**config.mk**
```make
export PLATFORM = sky130hd
export DESIGN_NAME = decode_stage
export DESIGN_NICKNAME = d
export VERILOG_FILES = /design/src/rtl/decode_stage.sv
export SDC_FILE = /design/constraint.sdc
export NUM_CORES = 1
export LEC_CHECK = 0
export ABC_AREA = 1
export BUFFER_PORTS_ARGS = -buffer_cell sky130_fd_sc_hd__buf_4
export CORE_MARGIN = 2
export CORE_UTILIZATION = 26
export DETAILED_ROUTE_END_ITERATION = 8
export PLACE_DENSITY = 0.54
export SYNTH_ARGS = -nofsm -noshare
export SYNTH_HDL_FRONTEND = slang
export SYNTH_SLANG_ARGS = --single-unit
```
**constraint.sdc**
```tcl
create_clock -name i_clk -period 5.3 [get_ports i_clk]
set_input_delay 0.53 -clock i_clk [delete_from_list [all_inputs] [get_ports i_clk]]
set_output_delay 0.53 -clock i_clk [all_outputs]
set_load 0.03 [all_outputs]
```
**src/rtl/decode_stage.sv**
```systemverilog
// Handshaked instruction-decode stage: classifies words into next-state codes,
// buffers results in an output register plus skid, and latches HALT until resumed.
module decode_stage #(
  parameter int                 INSN_W        = 32,
  parameter int                 PC_W          = 32,
  parameter int                 STATE_W       = 4,
  parameter logic [STATE_W-1:0] STATE_EXECUTE = 4'd1,
  parameter logic [STATE_W-1:0] STATE_HALT    = 4'd2,
  parameter logic [STATE_W-1:0] STATE_TRAP    = 4'd3,
  parameter logic [3:0]         KIND_LEGAL    = 4'b0000,
  parameter logic [15:0]        K0_LEGAL      = 16'h0000,
  parameter int                 CNT_W         = 16
) (
  input  logic               i_clk,
  input  logic               i_rst,
  input  logic               i_valid,
  output logic               o_ready,
  input  logic [INSN_W-1:0]  i_insn,
  input  logic [PC_W-1:0]    i_pc,
  output logic               o_valid,
  input  logic               i_ready,
  output logic [PC_W-1:0]    o_pc,
  output logic [INSN_W-1:0]  o_insn,
  output logic [STATE_W-1:0] o_to_state,
  output logic               o_illegal,
  output logic               o_halted,
  input  logic               i_flush,
  input  logic               i_resume,
  output logic [CNT_W-1:0]   o_illegal_cnt
);

  typedef enum logic [0:0] {RUN = 1'b0, HALTED = 1'b1} fsm_e;

  localparam logic [CNT_W-1:0] CNT_MAX = {CNT_W{1'b1}};
  localparam logic [CNT_W-1:0] CNT_ONE = {{(CNT_W-1){1'b0}}, 1'b1};

  // Returns {state, illegal}; only the low 31 bits carry fields.
  function automatic logic [STATE_W:0] decode_f(input logic [30:0] insn);
    logic [1:0] k;
    logic [3:0] k0;
    logic       legal;
    logic [STATE_W-1:0] st;
    k     = insn[30:29];
    k0    = insn[28:25];
    st    = STATE_EXECUTE;
    legal = 1'b0;
    if (k != 2'd0) begin
      legal = KIND_LEGAL[k];
    end else if (k0 != 4'd0) begin
      legal = K0_LEGAL[k0];
    end else if (insn[24:0] == 25'd0) begin
      legal = 1'b1;
      st    = STATE_HALT;
    end else begin
      legal = 1'b0;
    end
    return {(legal ? st : STATE_TRAP), ~legal};
  endfunction

  logic               out_valid_q, out_valid_d;
  logic [PC_W-1:0]    out_pc_q, out_pc_d;
  logic [INSN_W-1:0]  out_insn_q, out_insn_d;
  logic [STATE_W-1:0] out_state_q, out_state_d;
  logic               out_ill_q, out_ill_d;
  logic               skid_valid_q, skid_valid_d;
  logic [PC_W-1:0]    skid_pc_q, skid_pc_d;
  logic [INSN_W-1:0]  skid_insn_q, skid_insn_d;
  logic [STATE_W-1:0] skid_state_q, skid_state_d;
  logic               skid_ill_q, skid_ill_d;
  logic               ready_q, ready_d;
  logic               halted_q, halted_d;
  fsm_e               fsm_q, fsm_d;
  logic [CNT_W-1:0]   cnt_q, cnt_d;

  logic               accept_s, xfer_s, take_s;
  logic [STATE_W:0]   dec_s;
  logic [STATE_W-1:0] new_state_s;
  logic               new_ill_s;

  assign accept_s    = i_valid & ready_q;
  assign xfer_s      = out_valid_q & i_ready;
  assign take_s      = accept_s & ~i_flush;
  assign dec_s       = decode_f(i_insn[30:0]);
  assign new_state_s = dec_s[STATE_W:1];
  assign new_ill_s   = dec_s[0];

  // Next-state for buffers, halt FSM, handshake and illegal counter.
  always_comb begin
    out_valid_d  = out_valid_q;
    out_pc_d     = out_pc_q;
    out_insn_d   = out_insn_q;
    out_state_d  = out_state_q;
    out_ill_d    = out_ill_q;
    skid_valid_d = skid_valid_q;
    skid_pc_d    = skid_pc_q;
    skid_insn_d  = skid_insn_q;
    skid_state_d = skid_state_q;
    skid_ill_d   = skid_ill_q;
    fsm_d        = fsm_q;
    cnt_d        = cnt_q;

    if (i_flush) begin
      out_valid_d  = 1'b0;
      skid_valid_d = 1'b0;
    end else if (!out_valid_q || xfer_s) begin
      if (skid_valid_q) begin
        out_valid_d = 1'b1;
        out_pc_d    = skid_pc_q;
        out_insn_d  = skid_insn_q;
        out_state_d = skid_state_q;
        out_ill_d   = skid_ill_q;
        if (accept_s) begin
          skid_pc_d    = i_pc;
          skid_insn_d  = i_insn;
          skid_state_d = new_state_s;
          skid_ill_d   = new_ill_s;
        end else begin
          skid_valid_d = 1'b0;
        end
      end else if (accept_s) begin
        out_valid_d = 1'b1;
        out_pc_d    = i_pc;
        out_insn_d  = i_insn;
        out_state_d = new_state_s;
        out_ill_d   = new_ill_s;
      end else begin
        out_valid_d = 1'b0;
      end
    end else if (accept_s) begin
      // Output is stalled: the new word parks in the skid.
      skid_valid_d = 1'b1;
      skid_pc_d    = i_pc;
      skid_insn_d  = i_insn;
      skid_state_d = new_state_s;
      skid_ill_d   = new_ill_s;
    end else begin
      skid_valid_d = skid_valid_q;
    end

    case (fsm_q)
      RUN: begin
        if (take_s && !new_ill_s && (new_state_s == STATE_HALT)) fsm_d = HALTED;
        else fsm_d = RUN;
      end
      HALTED: begin
        if (i_resume) fsm_d = RUN;
        else fsm_d = HALTED;
      end
      default: fsm_d = RUN;
    endcase

    if (take_s && new_ill_s && (cnt_q != CNT_MAX)) cnt_d = cnt_q + CNT_ONE;
    else cnt_d = cnt_q;

    ready_d  = ~skid_valid_d & (fsm_d == RUN);
    halted_d = (fsm_d == HALTED);
  end

  // State registers with asynchronous reset.
  always_ff @(posedge i_clk or posedge i_rst) begin
    if (i_rst) begin
      out_valid_q  <= 1'b0;
      out_pc_q     <= {PC_W{1'b0}};
      out_insn_q   <= {INSN_W{1'b0}};
      out_state_q  <= {STATE_W{1'b0}};
      out_ill_q    <= 1'b0;
      skid_valid_q <= 1'b0;
      skid_pc_q    <= {PC_W{1'b0}};
      skid_insn_q  <= {INSN_W{1'b0}};
      skid_state_q <= {STATE_W{1'b0}};
      skid_ill_q   <= 1'b0;
      ready_q      <= 1'b1;
      halted_q     <= 1'b0;
      fsm_q        <= RUN;
      cnt_q        <= {CNT_W{1'b0}};
    end else begin
      out_valid_q  <= out_valid_d;
      out_pc_q     <= out_pc_d;
      out_insn_q   <= out_insn_d;
      out_state_q  <= out_state_d;
      out_ill_q    <= out_ill_d;
      skid_valid_q <= skid_valid_d;
      skid_pc_q    <= skid_pc_d;
      skid_insn_q  <= skid_insn_d;
      skid_state_q <= skid_state_d;
      skid_ill_q   <= skid_ill_d;
      ready_q      <= ready_d;
      halted_q     <= halted_d;
      fsm_q        <= fsm_d;
      cnt_q        <= cnt_d;
    end
  end

  assign o_ready       = ready_q;
  assign o_valid       = out_valid_q;
  assign o_pc          = out_pc_q;
  assign o_insn        = out_insn_q;
  assign o_to_state    = out_state_q;
  assign o_illegal     = out_ill_q;
  assign o_halted      = halted_q;
  assign o_illegal_cnt = cnt_q;

endmodule
```
# After elaboration in Yosys (flattened, before gate mapping)

Memory sizes are Yosys's and may differ from the RTL's.
Cells that the tools add are included.

Add/sub/neg operators: 1
$lt $le $gt $ge: 2
Equal/unequal tests: 3
Muxes and demuxes: 41
Bitwise gates (word level): 9
Reductions and logical operators: 13

Operators with widths:

| kind                                                                  | count |
|---|---|
| 32-bit two-way mux                                                    | 10 |
| 4-bit two-way mux                                                     | 7 |
| 25-bit logical NOT                                                    | 1 |
| 1-bit two-way mux                                                     | 20 |
| 16-bit by 1-bit adder with 16-bit output, second input constant       | 1 |
| 16-bit != test, second input constant                                 | 1 |
| 2-bit nonzero test                                                    | 3 |
| 4-bit by 5-bit < comparator with 1-bit output, second input constant  | 1 |
| 1-bit inverter                                                        | 5 |
| 1-bit bitwise AND                                                     | 4 |
| 4-bit by 2-bit equality test with 1-bit output, second input constant | 1 |
| 1-bit logical AND                                                     | 4 |
| 2-bit two-way mux                                                     | 2 |
| 4-bit nonzero test                                                    | 1 |
| 2-bit by 3-bit < comparator with 1-bit output, second input constant  | 1 |
| 3-bit AND reduction                                                   | 1 |
| 1-bit binary-select mux with 2-bit select                             | 1 |
| 2-bit != test, second input constant                                  | 1 |
| 1-bit case mux with 2 select lines                                    | 1 |
| 2-bit AND reduction                                                   | 1 |
| 1-bit logical NOT                                                     | 1 |
| 1-bit logical OR                                                      | 1 |

Flip-flop bits (word level): 158
Memory bits (read-only): 16
Bits of input ports: 70
Output and inout port bits: 88
Logic and storage cells: 83
Memories kept: 1

Memory list:

| name            | words | width | rd ports | clocked after memory_dff | wr ports | line | RTL |
|---|---|---|---|---|---|---|---|
| (no name shown) | 16    | 1     | 1        | 0                        | 0        | 50   | `legal = K0_LEGAL[k0];` |

# Logic depth before layout (Yosys ltp)

Gate-level depths: netlist of run 1.

Depth after elaboration: 11
Mapped depth: 10

# Worst setup path before layout of run 1

No wires, ideal clock.

Kind: register to register
From: reg cnt_q[0], in the netlist o_illegal_cnt[0]
To: reg cnt_q[3], in the netlist o_illegal_cnt[3]
Setup time: 0.067 ns
Data arrival time: 1.630 ns
Setup slack: 3.603 ns
Stages on the path, launching flop included: 9
Buffers on the path: 1
Period minus slack after synthesis: 1.697 ns
Cells stage by stage: dfrtp_1 -> ha_1 -> nand3_2 -> nor2_4 -> nand4_4 -> nand3_2 -> buf_6 -> nand2_1 -> nand2_1

Longest elaborated chain between the ends: 2
Elaborated cells on any way between the ends: 3
Classes of those cells: add/sub (1); eq/ne (1); reduce/logical (1)

RTL lines:

| item                                                                                             | line | RTL |
|---|---|---|
| from (decl)                                                                                      | 73   | `logic [CNT_W-1:0] cnt_q, cnt_d;` |
| from (signal assigned)                                                                           | 175  | `cnt_q <= {CNT_W{1'b0}};` |
| from (signal assigned)                                                                           | 190  | `cnt_q <= cnt_d;` |
| parallel branches: the longest is 2 deep, another holds 16-bit by 1-bit adder with 16-bit output | n/a  |  |

Parallel ways; which one is timed is not known.
A chain may end at the register's enable or synchronous reset.

# Worst setup path in the final report of run 1

From: reg ready_q, in the netlist o_ready
To: reg skid_pc_q[8]

Longest elaborated chain between the ends: 4

RTL lines:

| item                   | line | RTL |
|---|---|---|
| from (decl)            | 70   | `logic ready_q, ready_d;` |
| from (signal assigned) | 187  | `ready_q <= ready_d;` |
| 1-bit bitwise AND (*)  | 80   | `assign accept_s = i_valid & ready_q;` |
| 32-bit two-way mux (*) | n/a  |  |
| 32-bit two-way mux     | n/a  |  |
| 32-bit two-way mux (*) | n/a  |  |
| to (signal assigned)   | 168  | `skid_pc_q <= {PC_W{1'b0}};` |
| to (signal assigned)   | 183  | `skid_pc_q <= skid_pc_d;` |
| to (decl)              | 66   | `logic [PC_W-1:0] skid_pc_q, skid_pc_d;` |

Mark *: on every way between the ends. The rest lies on a longest branch, timed or not. The select of a mux whose other input is x is not followed.

==> reports/qor.csv, run 1 <==
stage,metric,value,unit
run_status,status,"complete, no violations",
floorplanning,boundaryPins,158,
layout,area.growth.synth_to_final,29.4,%
cts,clk_pin_slew_worst_paths,0.07,ns
detailed_routing,via_per_inst,4.27,
cts,clockBufferDepth,2,
global_routing,grt_pass1_wl,29300,um
global_routing,grt_pass1_vias,5293,
timing,fin_crit,2.62,ns
worst_setup_path,cp_data_arrival_time,2.89,ns
global_routing,overflow,0,
yosys,synth-simple-area-share,21.2,%
global_routing,antenna_found_initial,0,
cts,hold_buffers,0,
flow_run,max_cap_viol_count,0,
worst_setup_path,critPathSlowestCell,nor2_2,
layout,diodes,0,
layout,fin_util,34.3,%
pwr,p_per_area,410,nW/um^2
timing,max_slew_margin,36.9,%
yosys,synth_warnings,0,
yosys,avgSynthCellArea,8.01,um^2
timing,setup_viol,0,
floorplanning,die_area,27900,um^2
timing,hold_viol,0,
timing,setup-tns-final,0,ns
cts,post_cts_resized,0,
detailed_routing,wl_per_cell,13.5,um
detailed_routing,wl,18100,um
layout,nets,1065,
timing,drv_slew,0,
worst_setup_path,start_kind,flip-flop,
cts,cts_tree,yes,
cts,cts_buffers,17,
placed_design,numPlacedInstances,1310,
hold_path,hold_path.class,in2async,
worst_setup_path,path_buf_inv,1,
timing,whs,0.124,ns
floorplanning,core_area,26100,um^2
pwr,ir_drop,160,uV
worst_setup_path,critPathKind,reg2reg,
yosys,synthMuxAreaShare,0,%
detailed_routing,ant_nets,0,
yosys,yosys.area_share.adder,0.181,%
floorplanning,rows,59,
worst_setup_path,rrSetupSlack,2.68,ns
timing,worst_pin_slew,0.947,ns
worst_setup_path,crit_fanout,73,
floorplanning,die_y,167,um
detailed_routing,drcViolationCount,0,
detailed_routing,firstDrtPassIters,5,
placed_design,hpwl,12200,um
cts,cts_max_level,4,
timing,max_clock_freq,381,MHz
timing,skew,0.0111,ns
detailed_routing,drt_iter0_drc,435,
yosys,yosysSeqAreaShare,55.0,%
layout,fin_cells,1342,
cts,cts.sinks,152,
placed_design,gp_congestion,0.816,
global_routing,grt.total_usage,13.1,%
worst_setup_path,slowest_delay,0.61,ns
layout,drive_above_1_share,20.1,%
yosys,synth_cell_type_count,27,
worst_setup_path,crit_top_cell,nand2_1,
placed_design,io_buffer_count,155,
detailed_routing,num_vias,5727,
pwr,power.leakage,4.69,nW
timing,period_share,49.5,%
floorplanning,initial_utilization,26.5,%
floorplanning,fp.dieW,167,um
yosys,synth_top_family_by_area,simple AND/OR/NAND/NOR gates,
cts,root_buffer,clkbuf_16,
timing,rsz0062_at_grt,false,
yosys,ys_seq_elements,152,
yosys,synth-compound-area-share,14.7,%
worst_setup_path,path_cells,nand2_1 -> nor2_2 -> nand2_4 -> buf_4 -> nand2_1 -> o21ai_0,
cts,clock_latency,0.42,ns
pwr,p_total,3.67,mW
yosys,syn_inst,863,
worst_setup_path,crit_family,simple AND/OR/NAND/NOR gates,
cts,post_cts_buffers,0,
global_routing,grt_max_degree,104,
worst_setup_path,end_kind,flip-flop,
yosys,syn_area,6910,um^2
worst_setup_path,cp_data_required_time,5.57,ns
yosys,synth-xor-area-share,0.887,%
layout,fillers,2754,
## layer usage
layer | global-route usage, % | vias to the layer above | wire length (um)
met5 | 0 | - | 0
met4 | 3.15 | 0 | 170
met3 | 3.02 | 7 | 711
met2 | 19.7 | 126 | 8210
met1 | 19.1 | 2602 | 9020
li1 | - | 2992 | -
## layout by cell type (no fill, tap or decap), drive strengths merged, types with 2 or more instances in the layout
| cell type | n |
|---|---|
| buf | 160 |
| bufinv | 2 |
| clkbuf | 21 |
| clkinv | 6 |
| conb | 2 |
| dfrtp | 151 |
| inv | 90 |
| nand2 | 286 |
| nand3 | 13 |
| nand3b | 3 |
| nand4 | 13 |
| nor2 | 49 |
| o21ai | 199 |
| xnor2 | 3 |
| xor2 | 4 |
## through the flow
stage,cell area (um^2),setup slack [ns]
finish,8940,2.68
detailed placement,8340,2.49
CTS,8940,2.59
global placement,8340,2.58
floorplan,6920,0.679
global route,8940,2.35
## cells by family (layout without fill, tap and decap cells)
| group | Yosys count | count (layout) |
|---|---|---|
| simple gates | 364 | 364 |
| buf+inv | 136 | 279 |
| fa+ha+maj | 1 | 1 |
| flops | 152 | 152 |
| other cells | 1 | 2 |
| compound gates | 202 | 202 |
| xor+xnor | 7 | 7 |
## worst register-to-register path, delay by kind of cell (launching register included)
family	cells	cell delay, ns
buf+inv	1	0.48
compound gates	1	0.09
simple gates	4	1.39
flops	1	0.53
## cells in the mapped netlist (all sizes together)
library cell,instances,area [um^2]
a21oi,1,5.00
buf,25,134
clkbuf,24,90.1
conb,1,3.75
dfrtp,151,3780
dfstp,1,26.3
ha,1,12.5
inv,87,327
nand2,286,1070
nand3,13,75.1
nand3b,3,22.5
nand4,13,96.3
nor2,49,196
o21a,1,7.51
o21ai,199,996
o21bai,1,7.51
xnor2,3,26.3
xor2,4,35.0
## power breakdown
group          internal, mW  switching (mW)  leakage (nW)
Clock                 0.742           0.511         0.300
Sequential             1.43           0.160          1.92
Combinational         0.313           0.519          2.48
## area by class of cell
class	count	area [um^2]	area share, %
timing repair buffer	160	1200	13.4
sequential	152	3800	42.5
multi-input combinational	576	2580	28.8
inverter	87	334	3.74
clock buffer	21	470	5.26
tap	335	419	4.69
clock inverter	11	138	1.54
## state kept, by name (all words and copies together), names as in the netlist
signal and count:
o_valid 1, skid_valid_q 1, o_ready 1, o_to_state 2, o_illegal_cnt 16, skid_insn_q 32
skid_pc_q 32, o_insn 32, fsm_q 1, o_pc 32, skid_state_q 2
## final timing paths
check,to,start,cells after the start
setup / recovery,skid_pc_q[8]$_DFFE_PP0P_,o_ready$_DFF_PP1_,6
hold / removal,skid_insn_q[19]$_DFFE_PP0P_,i_rst,2
setup reg to reg,skid_pc_q[8]$_DFFE_PP0P_,o_ready$_DFF_PP1_,6
hold reg to reg,skid_state_q[1]$_DFFE_PP0P_,skid_state_q[1]$_DFFE_PP0P_,2
max in group asynchronous,o_insn[26]$_DFFE_PP0P_,i_rst,3
min in group i_clk,o_valid$_DFFE_PP0P_,i_flush,2
No activity file was read; power rests on OpenSTA's default activity.
==> run 2, diff against run 1 <==
--- a/config.mk
+++ b/config.mk
@@ -5,12 +5,12 @@
 export SDC_FILE = /design/constraint.sdc
 export NUM_CORES = 1
 export LEC_CHECK = 0
-export ABC_AREA = 1
+export ABC_AREA = 0
 export BUFFER_PORTS_ARGS = -buffer_cell sky130_fd_sc_hd__buf_4
 export CORE_MARGIN = 2
 export CORE_UTILIZATION = 26
 export DETAILED_ROUTE_END_ITERATION = 8
-export PLACE_DENSITY = 0.54
+export PLACE_DENSITY = 0.56
 export SYNTH_ARGS = -nofsm -noshare
 export SYNTH_HDL_FRONTEND = slang
 export SYNTH_SLANG_ARGS = --single-unit
==> constraint.sdc (replaced) <==
create_clock -name i_clk -period 2.4 [get_ports i_clk]
set_input_delay 0.24 -clock i_clk [delete_from_list [all_inputs] [get_ports i_clk]]
set_output_delay 0.24 -clock i_clk [all_outputs]
set_load 0.03 [all_outputs]
==> run 2 against run 1 <==
  * Synthesized area down 3.7%
  * Sequential share of layout area up 0.52 points
  * First-iteration DRC count down 50%
  * Critical path depth unchanged
  * Synthesized cell count down 37%
  * Hold slack worse by 0.084 ns
  * Maximum frequency up 36%
  * Register-to-register slack worse by 2.2 ns
  * Critical path type unchanged
  * Largest cell class unchanged
  * Largest power group unchanged
==> reports/qor.csv, run 2 <==
stage,metric,value,unit,change
layout,drive_above_1_share,39.1,%,was 20.1%
placed_design,io_buffer_count,155,,unchanged
yosys,synth_cell_type_count,40,,was 27
yosys,async_reset_ff_share,100,%,unchanged
placed_design,gp_congestion,0.742,,was 0.816
yosys,avgSynthCellArea,12.3,um^2,was 8.01 um^2
yosys,yosys.area.top_type,dfrtp_1,,unchanged
worst_setup_path,timing.rr.start,o_illegal_cnt[0]$_DFFE_PP0P_,,was o_ready$_DFF_PP1_
detailed_routing,num_vias,4572,,"was 5,727"
detailed_routing,wl,16000,um,"was 18,100 um"
pwr,p_per_area,969,nW/um^2,was 410 nW/um^2
timing,worst_pin_slew,0.813,ns,was 0.947 ns
worst_setup_path,critPathKind,reg2reg,,unchanged
layout,multi_input_area,2650,um^2,was 2580 um^2
layout,fin_cells,1034,,"was 1,342"
layout,final_common_cell,buf_4,,was nand2_1
placed_design,numPlacedInstances,1001,,"was 1,310"
hold_path,hold_path.class,in2reg,,was in2async
placed_design,hpwl,10600,um,"was 12,200 um"
worst_setup_path,crit_family,simple AND/OR/NAND/NOR gates,,unchanged
timing,setup-tns-final,0,ns,unchanged
floorplanning,fp.dieW,164,um,was 167 um
yosys,yosys.cell_count.top_type,dfrtp_1,,was nand2_1
timing,rsz0062_at_grt,false,,unchanged
global_routing,antenna_found_initial,0,,unchanged
worst_setup_path,end_kind,flip-flop,,unchanged
timing,setup_viol,0,,unchanged
flow_run,max_cap_viol_count,0,,unchanged
pwr,ir_drop,411,uV,was 160 uV
floorplanning,rows,58,,was 59
floorplanning,die_area,26900,um^2,"was 27,900 um^2"
layout,fillers,2541,,"was 2,754"
layout,final_cell_mix,"buf_4, dfrtp_1, nor2_1",,"was nand2_1, o21ai_0, buf_4"
timing,drv_slew,0,,unchanged
yosys,synthTopCellsByCount,"dfrtp_1, nor2_1, a21oi_1, mux2i_1, mux2_2",,"was nand2_1, o21ai_0, dfrtp_1, inv_1, nor2_1"
layout,ff_latch_area,3810,um^2,was 3800 um^2
yosys,synth_top_area_share,56.8,%,was 54.7%
timing,period_share,80.3,%,was 49.5%
floorplanning,boundaryPins,158,,unchanged
yosys,synth-edff-count,0,,unchanged
yosys,synth_area_leaders,"dfrtp_1, mux2i_1, mux2_2",,"was dfrtp_1, nand2_1, o21ai_0"
cts,cts_max_level,4,,unchanged
worst_setup_path,startpoint,o_illegal_cnt[0]$_DFFE_PP0P_,,was o_ready$_DFF_PP1_
yosys,ys.flop_type,dfrtp_1,,unchanged
layout,area.growth.synth_to_final,32.9,%,was 29.4%
run_status,status,"complete, no violations",,unchanged
timing,hold_viol,0,,unchanged
global_routing,grt_pass1_vias,4623,,"was 5,293"
floorplanning,die_y,164,um,was 167 um
worst_setup_path,cp-endpoint,o_illegal_cnt[1]$_DFFE_PP0P_,,was skid_pc_q[8]$_DFFE_PP0P_
yosys,yosysSeqAreaShare,57.2,%,was 55.0%
worst_setup_path,rr_endpoint,o_illegal_cnt[1]$_DFFE_PP0P_,,was skid_pc_q[8]$_DFFE_PP0P_
cts,cts_buffers,17,,unchanged
cts,clockBufferDepth,2,,unchanged
layout,diodes,0,,unchanged
detailed_routing,firstDrtPassIters,4,,was 5
worst_setup_path,crit_fanout,5,,was 73
worst_setup_path,path_cells,ha_1 -> nand4_1 -> or2_2 -> o21ba_2 -> nand2_2 -> mux2_2,,was nand2_1 -> nor2_2 -> nand2_4 -> buf_4 -> nand2_1 -> o21ai_0
cts,post_cts_buffers,0,,unchanged
layout,nets,762,,"was 1,065"
timing,max_slew_margin,45.8,%,was 36.9%
detailed_routing,ant_nets,0,,unchanged
yosys,ys_seq_elements,152,,unchanged
global_routing,grt_pass1_wl,25400,um,"was 29,300 um"
cts,clk_pin_slew_worst_paths,0.06,ns,was 0.07 ns
global_routing,grt.total_usage,12.3,%,was 13.1%
cts,root_buffer,clkbuf_16,,unchanged
pwr,power.leakage,3.91,nW,was 4.69 nW
detailed_routing,drt_iter0_drc,217,,was 435
detailed_routing,via_per_inst,4.42,,was 4.27
detailed_routing,drcViolationCount,0,,unchanged
yosys,syn_inst,540,,was 863
worst_setup_path,rrSetupSlack,0.47,ns,was 2.68 ns
worst_setup_path,start_kind,flip-flop,,unchanged
worst_setup_path,cp_data_arrival_time,2.23,ns,was 2.89 ns
cts,cts_tree,yes,,unchanged
global_routing,overflow,0,,unchanged
cts,clock_latency,0.42,ns,about the same
cts,cts.sinks,152,,unchanged
worst_setup_path,path_buf_inv,0,,was 1
timing,max_clock_freq,519,MHz,was 381 MHz
timing,fin_crit,1.93,ns,was 2.62 ns
floorplanning,core_area,25200,um^2,"was 26,100 um^2"
detailed_routing,wl_per_cell,15.5,um,was 13.5 um
worst_setup_path,slowest_delay,0.44,ns,was 0.61 ns
timing,skew,0.00557,ns,was 0.0111 ns
yosys,synth_warnings,0,,unchanged
worst_setup_path,cp_data_required_time,2.70,ns,was 5.57 ns
hold_path,min_from,i_flush,,
worst_setup_path,critPathSlowestCell,dfrtp_1,,was nor2_2
floorplanning,initial_utilization,26.4,%,was 26.5%
worst_setup_path,reg2reg_depth,6,,unchanged
worst_setup_path,path_depth,6,,unchanged
global_routing,grt_max_degree,105,,was 104
yosys,syn_area,6660,um^2,was 6910 um^2
run 2: changes by cell type after synthesis, moves of 6 or more:
cell      change
mux2_2       +40
nand2_1     -275
mux2i_1      +64
inv_1        -82
nor4_1        +9
mux2_4       +27
nand3_1       -6
o21ai_0     -190
nor3_1        +7
a21oi_1      +64
nor2_1       +28
clkbuf_1     -14
run 2: timing repair:
| action | CTS | global route |
|---|---|---|
| endpoints found under the setup margin | 0 | 0 |
| endpoints found under the hold margin | 15 | 0 |
| hold buffers | 1 | 0 |
| resized for setup | 0 | 0 |
run 2: worst min-delay path by stage:
stage	end	slack, ns	depth (start not counted)
3_5_place_dp	skid_pc_q[0]$_DFFE_PP0P_	0.30	2
6_report	skid_valid_q$_DFF_PP0_	0.04	2
2_1_floorplan	skid_valid_q$_DFF_PP0_	0.31	1
3_3_place_gp	skid_pc_q[1]$_DFFE_PP0P_	0.31	2
4_1_cts	skid_valid_q$_DFF_PP0_	0.01	2
5_1_grt	skid_valid_q$_DFF_PP0_	0.02	2
run 2: cells by family after synthesis:
kind of cell | synth area share [%]
simple gates | 9.12
compound gates | 6.11
mux | 22.5
buf+inv | 3.16
other cells | 0.0563
fa+ha+maj | 0.188
flops | 57.2
xor+xnor | 1.71
run 2: power by group:
part / total (mW) / switching [mW] / internal (mW)
logic: 2.09 / 1.11 / 0.980
clock network: 2.93 / 1.10 / 1.83
registers: 3.56 / 0.373 / 3.18
run 2: metrics by stage:
| stage | setup slack [ns] | hold WS, ns | total power, mW | util, % | instance area, um^2 |
|---|---|---|---|---|---|
| after floorplan | 0.244 | 0.315 | 4.91 | - | 6660 |
| after global placement | 0.239 | 0.308 | 5.67 | 32.5 | 8200 |
| after detailed placement | 0.234 | 0.302 | 5.71 | 32.5 | 8200 |
| after CTS | 0.470 | 0.0147 | 8.71 | 35.1 | 8840 |
| after global routing | 0.368 | 0.0196 | 9.04 | 35.1 | 8840 |
| final | 0.473 | 0.0406 | 8.57 | 35.1 | 8840 |
run 2: layout make-up:
cell class,count,area share (%)
well taps,330,4.67
clock buffers,21,5.32
multi-input cells,350,30.0
inverters,4,0.212
clock inverters,11,1.90
flip-flops and latches,152,43.1
repair buffers,166,14.8
run 2: routing by layer:
layer / GRT usage (%) / vias up / part of all wire (%) / wire (um)
met5: 0 / - / 0 / 0
met4: 2.99 / 0 / 0.83 / 133
met3: 4.32 / 9 / 5.5 / 886
met2: 19.1 / 98 / 46 / 7380
met1: 16.4 / 2273 / 48 / 7640
li1: - / 2192 / - / -
run 2: worst reg2reg max path, stage by stage, from the launching register on:
cell and delay, ns:
dfrtp_1 0.44, ha_1 0.22, nand4_1 0.15, or2_2 0.33, o21ba_2 0.26, nand2_2 0.09, mux2_2 0.32
==> run 3, diff against run 2 <==
==> constraint.sdc (replaced) <==
create_clock -name i_clk -period 1.65 [get_ports i_clk]
set_input_delay 0.165 -clock i_clk [delete_from_list [all_inputs] [get_ports i_clk]]
set_output_delay 0.165 -clock i_clk [all_outputs]
set_load 0.03 [all_outputs]
==> run 3 against run 2 <==
  * Non-clock buffer count up 127
  * Largest cell class unchanged
  * Core utilization up 7.6 points
  * Clock power up 42%
  * The run now ends with setup timing left
  * Total power up 54%
==> reports/qor.csv, run 3 (synthesized netlist as in run 2, its figures left out) <==
stage,metric,value,unit,change
run_status,status,finished with violations,,"was complete, no violations"
run_status,failed_checks,setup timing,,
global_routing,grt_max_degree,85,,was 105
worst_setup_path,crit_fanout,10,,was 5
worst_setup_path,startpoint,o_ready$_DFF_PP1_,,was o_illegal_cnt[0]$_DFFE_PP0P_
cts,cts_max_level,4,,unchanged
placed_design,post_dp_cell_area,8760,um^2,was 8200 um^2
detailed_routing,drcViolationCount,0,,unchanged
floorplanning,rows,58,,unchanged
detailed_routing,num_vias,5150,,"was 4,572"
detailed_routing,wl,18600,um,"was 16,000 um"
floorplanning,die_y,164,um,unchanged
detailed_routing,firstDrtPassIters,6,,was 4
hold_path,hold_path.class,in2reg,,unchanged
layout,fin_area,10700,um^2,was 8840 um^2
cts,cts_tree,yes,,unchanged
cts,clock_latency,0.41,ns,was 0.42 ns
pwr,power.leakage,4.71,nW,was 3.91 nW
timing,skew,0.00978,ns,was 0.00557 ns
layout,diodes,0,,unchanged
flow_run,max_cap_viol_count,0,,unchanged
placed_design,gp_congestion,0.723,,was 0.742
worst_setup_path,start_kind,flip-flop,,unchanged
timing,timing.final.ws_setup,-0.0586,ns,was 0.473 ns
floorplanning,die_area,26900,um^2,unchanged
pwr,p_switching,4.14,mW,was 2.58 mW
worst_setup_path,cp_data_required_time,1.94,ns,was 2.70 ns
layout,final_cell_mix,"buf_4, dfrtp_1, mux2i_1",,"was buf_4, dfrtp_1, nor2_1"
cts,root_buffer,clkbuf_16,,unchanged
placed_design,io_buffer_count,155,,unchanged
hold_path,min_path_cells,2,,unchanged
worst_setup_path,path_cells,nand3b_4 -> or2_4 -> clkbuf_16 -> mux2_4,,was ha_1 -> nand4_1 -> or2_2 -> o21ba_2 -> nand2_2 -> mux2_2
global_routing,overflow,0,,unchanged
timing,rsz0062_at_grt,true,,was false
pwr,p_per_area,1230,nW/um^2,was 969 nW/um^2
floorplanning,boundaryPins,158,,unchanged
worst_setup_path,reg2reg_depth,4,,was 6
global_routing,grt.total_usage,12.7,%,was 12.3%
timing,max_clock_freq,585,MHz,was 519 MHz
detailed_routing,via_per_inst,4.44,,was 4.42
layout,drive_above_1_share,54.5,%,was 39.1%
timing,setup-tns-final,-2.31,ns,was 0 ns
timing,period_share,104,%,was 80.3%
placed_design,hpwl,11200,um,"was 10,600 um"
global_routing,grt_pass1_wl,26700,um,"was 25,400 um"
detailed_routing,drt_iter0_drc,239,,was 217
worst_setup_path,timing.rr.start,o_ready$_DFF_PP1_,,was o_illegal_cnt[0]$_DFFE_PP0P_
pwr,p_int,9.02,mW,was 5.99 mW
cts,cts_buffers,17,,unchanged
worst_setup_path,slowest_delay,0.57,ns,was 0.44 ns
pwr,ir_drop,526,uV,was 411 uV
cts,clk_pin_slew_worst_paths,0.07,ns,was 0.06 ns
pwr,p_comb_share,29.2,%,was 24.4%
worst_setup_path,cp_data_arrival_time,2.00,ns,was 2.23 ns
timing,whs,0.0296,ns,was 0.0406 ns
cts,clockBufferDepth,2,,unchanged
detailed_routing,wl_per_cell,16.0,um,was 15.5 um
global_routing,antenna_found_initial,0,,unchanged
worst_setup_path,critPathSlowestCell,dfstp_2,,was dfrtp_1
pwr,clkPwrFrac,31.6,%,was 34.2%
layout,final_common_cell,buf_4,,unchanged
timing,hold_viol,0,,unchanged
floorplanning,fp.dieW,164,um,unchanged
cts,cts.sinks,152,,unchanged
pwr,swShare,31.5,%,was 30.1%
layout,area.growth.synth_to_final,61.5,%,was 32.9%
pwr,p_total,13.2,mW,was 8.57 mW
timing,setup_viol,87,,was 0
floorplanning,initial_utilization,26.4,%,unchanged
worst_setup_path,end_kind,flip-flop,,unchanged
layout,nets,889,,was 762
timing,drv_slew,0,,unchanged
hold_path,min_from,i_insn[26],,was i_flush
worst_setup_path,critPathKind,reg2reg,,unchanged
pwr,pwr-share-seq,39.2,%,was 41.5%
timing,fin_crit,1.71,ns,was 1.93 ns
floorplanning,core_area,25200,um^2,unchanged
detailed_routing,ant_nets,0,,unchanged
global_routing,grt_pass1_vias,5055,,"was 4,623"
## run 3: changes by cell type in the layout (fill, tap and decap cells not counted), moves of 4 or more
cell,change
buf_4,+56
dlygate4sd3_1,+39
buf_6,+7
nor2_2,+17
a21oi_1,-35
clkbuf_16,+15
a21oi_2,+35
nor3_1,-5
nor2_1,-38
buf_12,+8
nor3_2,+4
clkinv_4,+4
nor2_4,+21
## run 3: power by group through the flow
stage / Clock (mW) / Sequential (mW) / Combinational [mW]
3_5_place_dp: 0 / 5.16 / 3.37
5_1_grt: 4.49 / 5.28 / 4.10
4_1_cts: 4.31 / 5.10 / 3.51
6_report: 4.16 / 5.16 / 3.84
3_3_place_gp: 0 / 5.13 / 3.35
2_1_floorplan: 0 / 5.89 / 1.26
## run 3: cell type report
cell class / count / area (um^2)
fill: 2326 / 14400
sequential: 152 / 3810
multi-input combinational: 350 / 3100
timing repair buffer: 293 / 2780
clock buffer: 18 / 439
tap: 330 / 413
clock inverter: 14 / 186
inverter: 4 / 18.8
## run 3: final timing paths
| check | endpoint | slack, ns |
|---|---|---|
| max | skid_insn_q[11]$_DFFE_PP0P_ | -0.06 |
| min | skid_insn_q[26]$_DFFE_PP0P_ | 0.03 |
| max reg2reg | skid_insn_q[11]$_DFFE_PP0P_ | -0.06 |
| min reg2reg | skid_state_q[1]$_DFFE_PP0P_ | 0.45 |
| max in group asynchronous | skid_insn_q[5]$_DFFE_PP0P_ | 0.80 |
| min in group asynchronous | o_pc[8]$_DFFE_PP0P_ | 0.41 |
## run 3: critical path: cells and delay by family (launching register included)
| family | cells | cell delay [ns] |
|---|---|---|
| buffers and inverters | 1 | 0.22 |
| multiplexers | 1 | 0.30 |
| AND/OR/NAND/NOR | 2 | 0.49 |
| flip-flops | 1 | 0.57 |
## run 3: stage by stage
step	instances	utilization (%)	setup slack [ns]
3_5_place_dp	1065	34.8	-0.292
6_report	1161	42.7	-0.0586
5_1_grt	1161	42.7	-0.128
4_1_cts	1141	39.3	-0.0155
3_3_place_gp	1065	34.8	-0.300
2_1_floorplan	541	-	-0.431
## run 3: layer usage
| metal | wire length, um | GRT usage [%] | up-vias |
|---|---|---|---|
| li1 | - | - | 2456 |
| met3 | 957 | 4.09 | 6 |
| met4 | 104 | 2.87 | 0 |
| met2 | 8840 | 20.1 | 115 |
| met5 | 0 | 0 | - |
| met1 | 8700 | 16.9 | 2573 |
## run 3: repair_timing
action                     in CTS  in global routing
buffers inserted                4                  7
setup endpoints to repair      63                130
gates resized for setup        17                115
pin swaps                       5                 18
hold endpoints to repair      191                  0
gates cloned                    0                 15
hold buffers                   40                  0
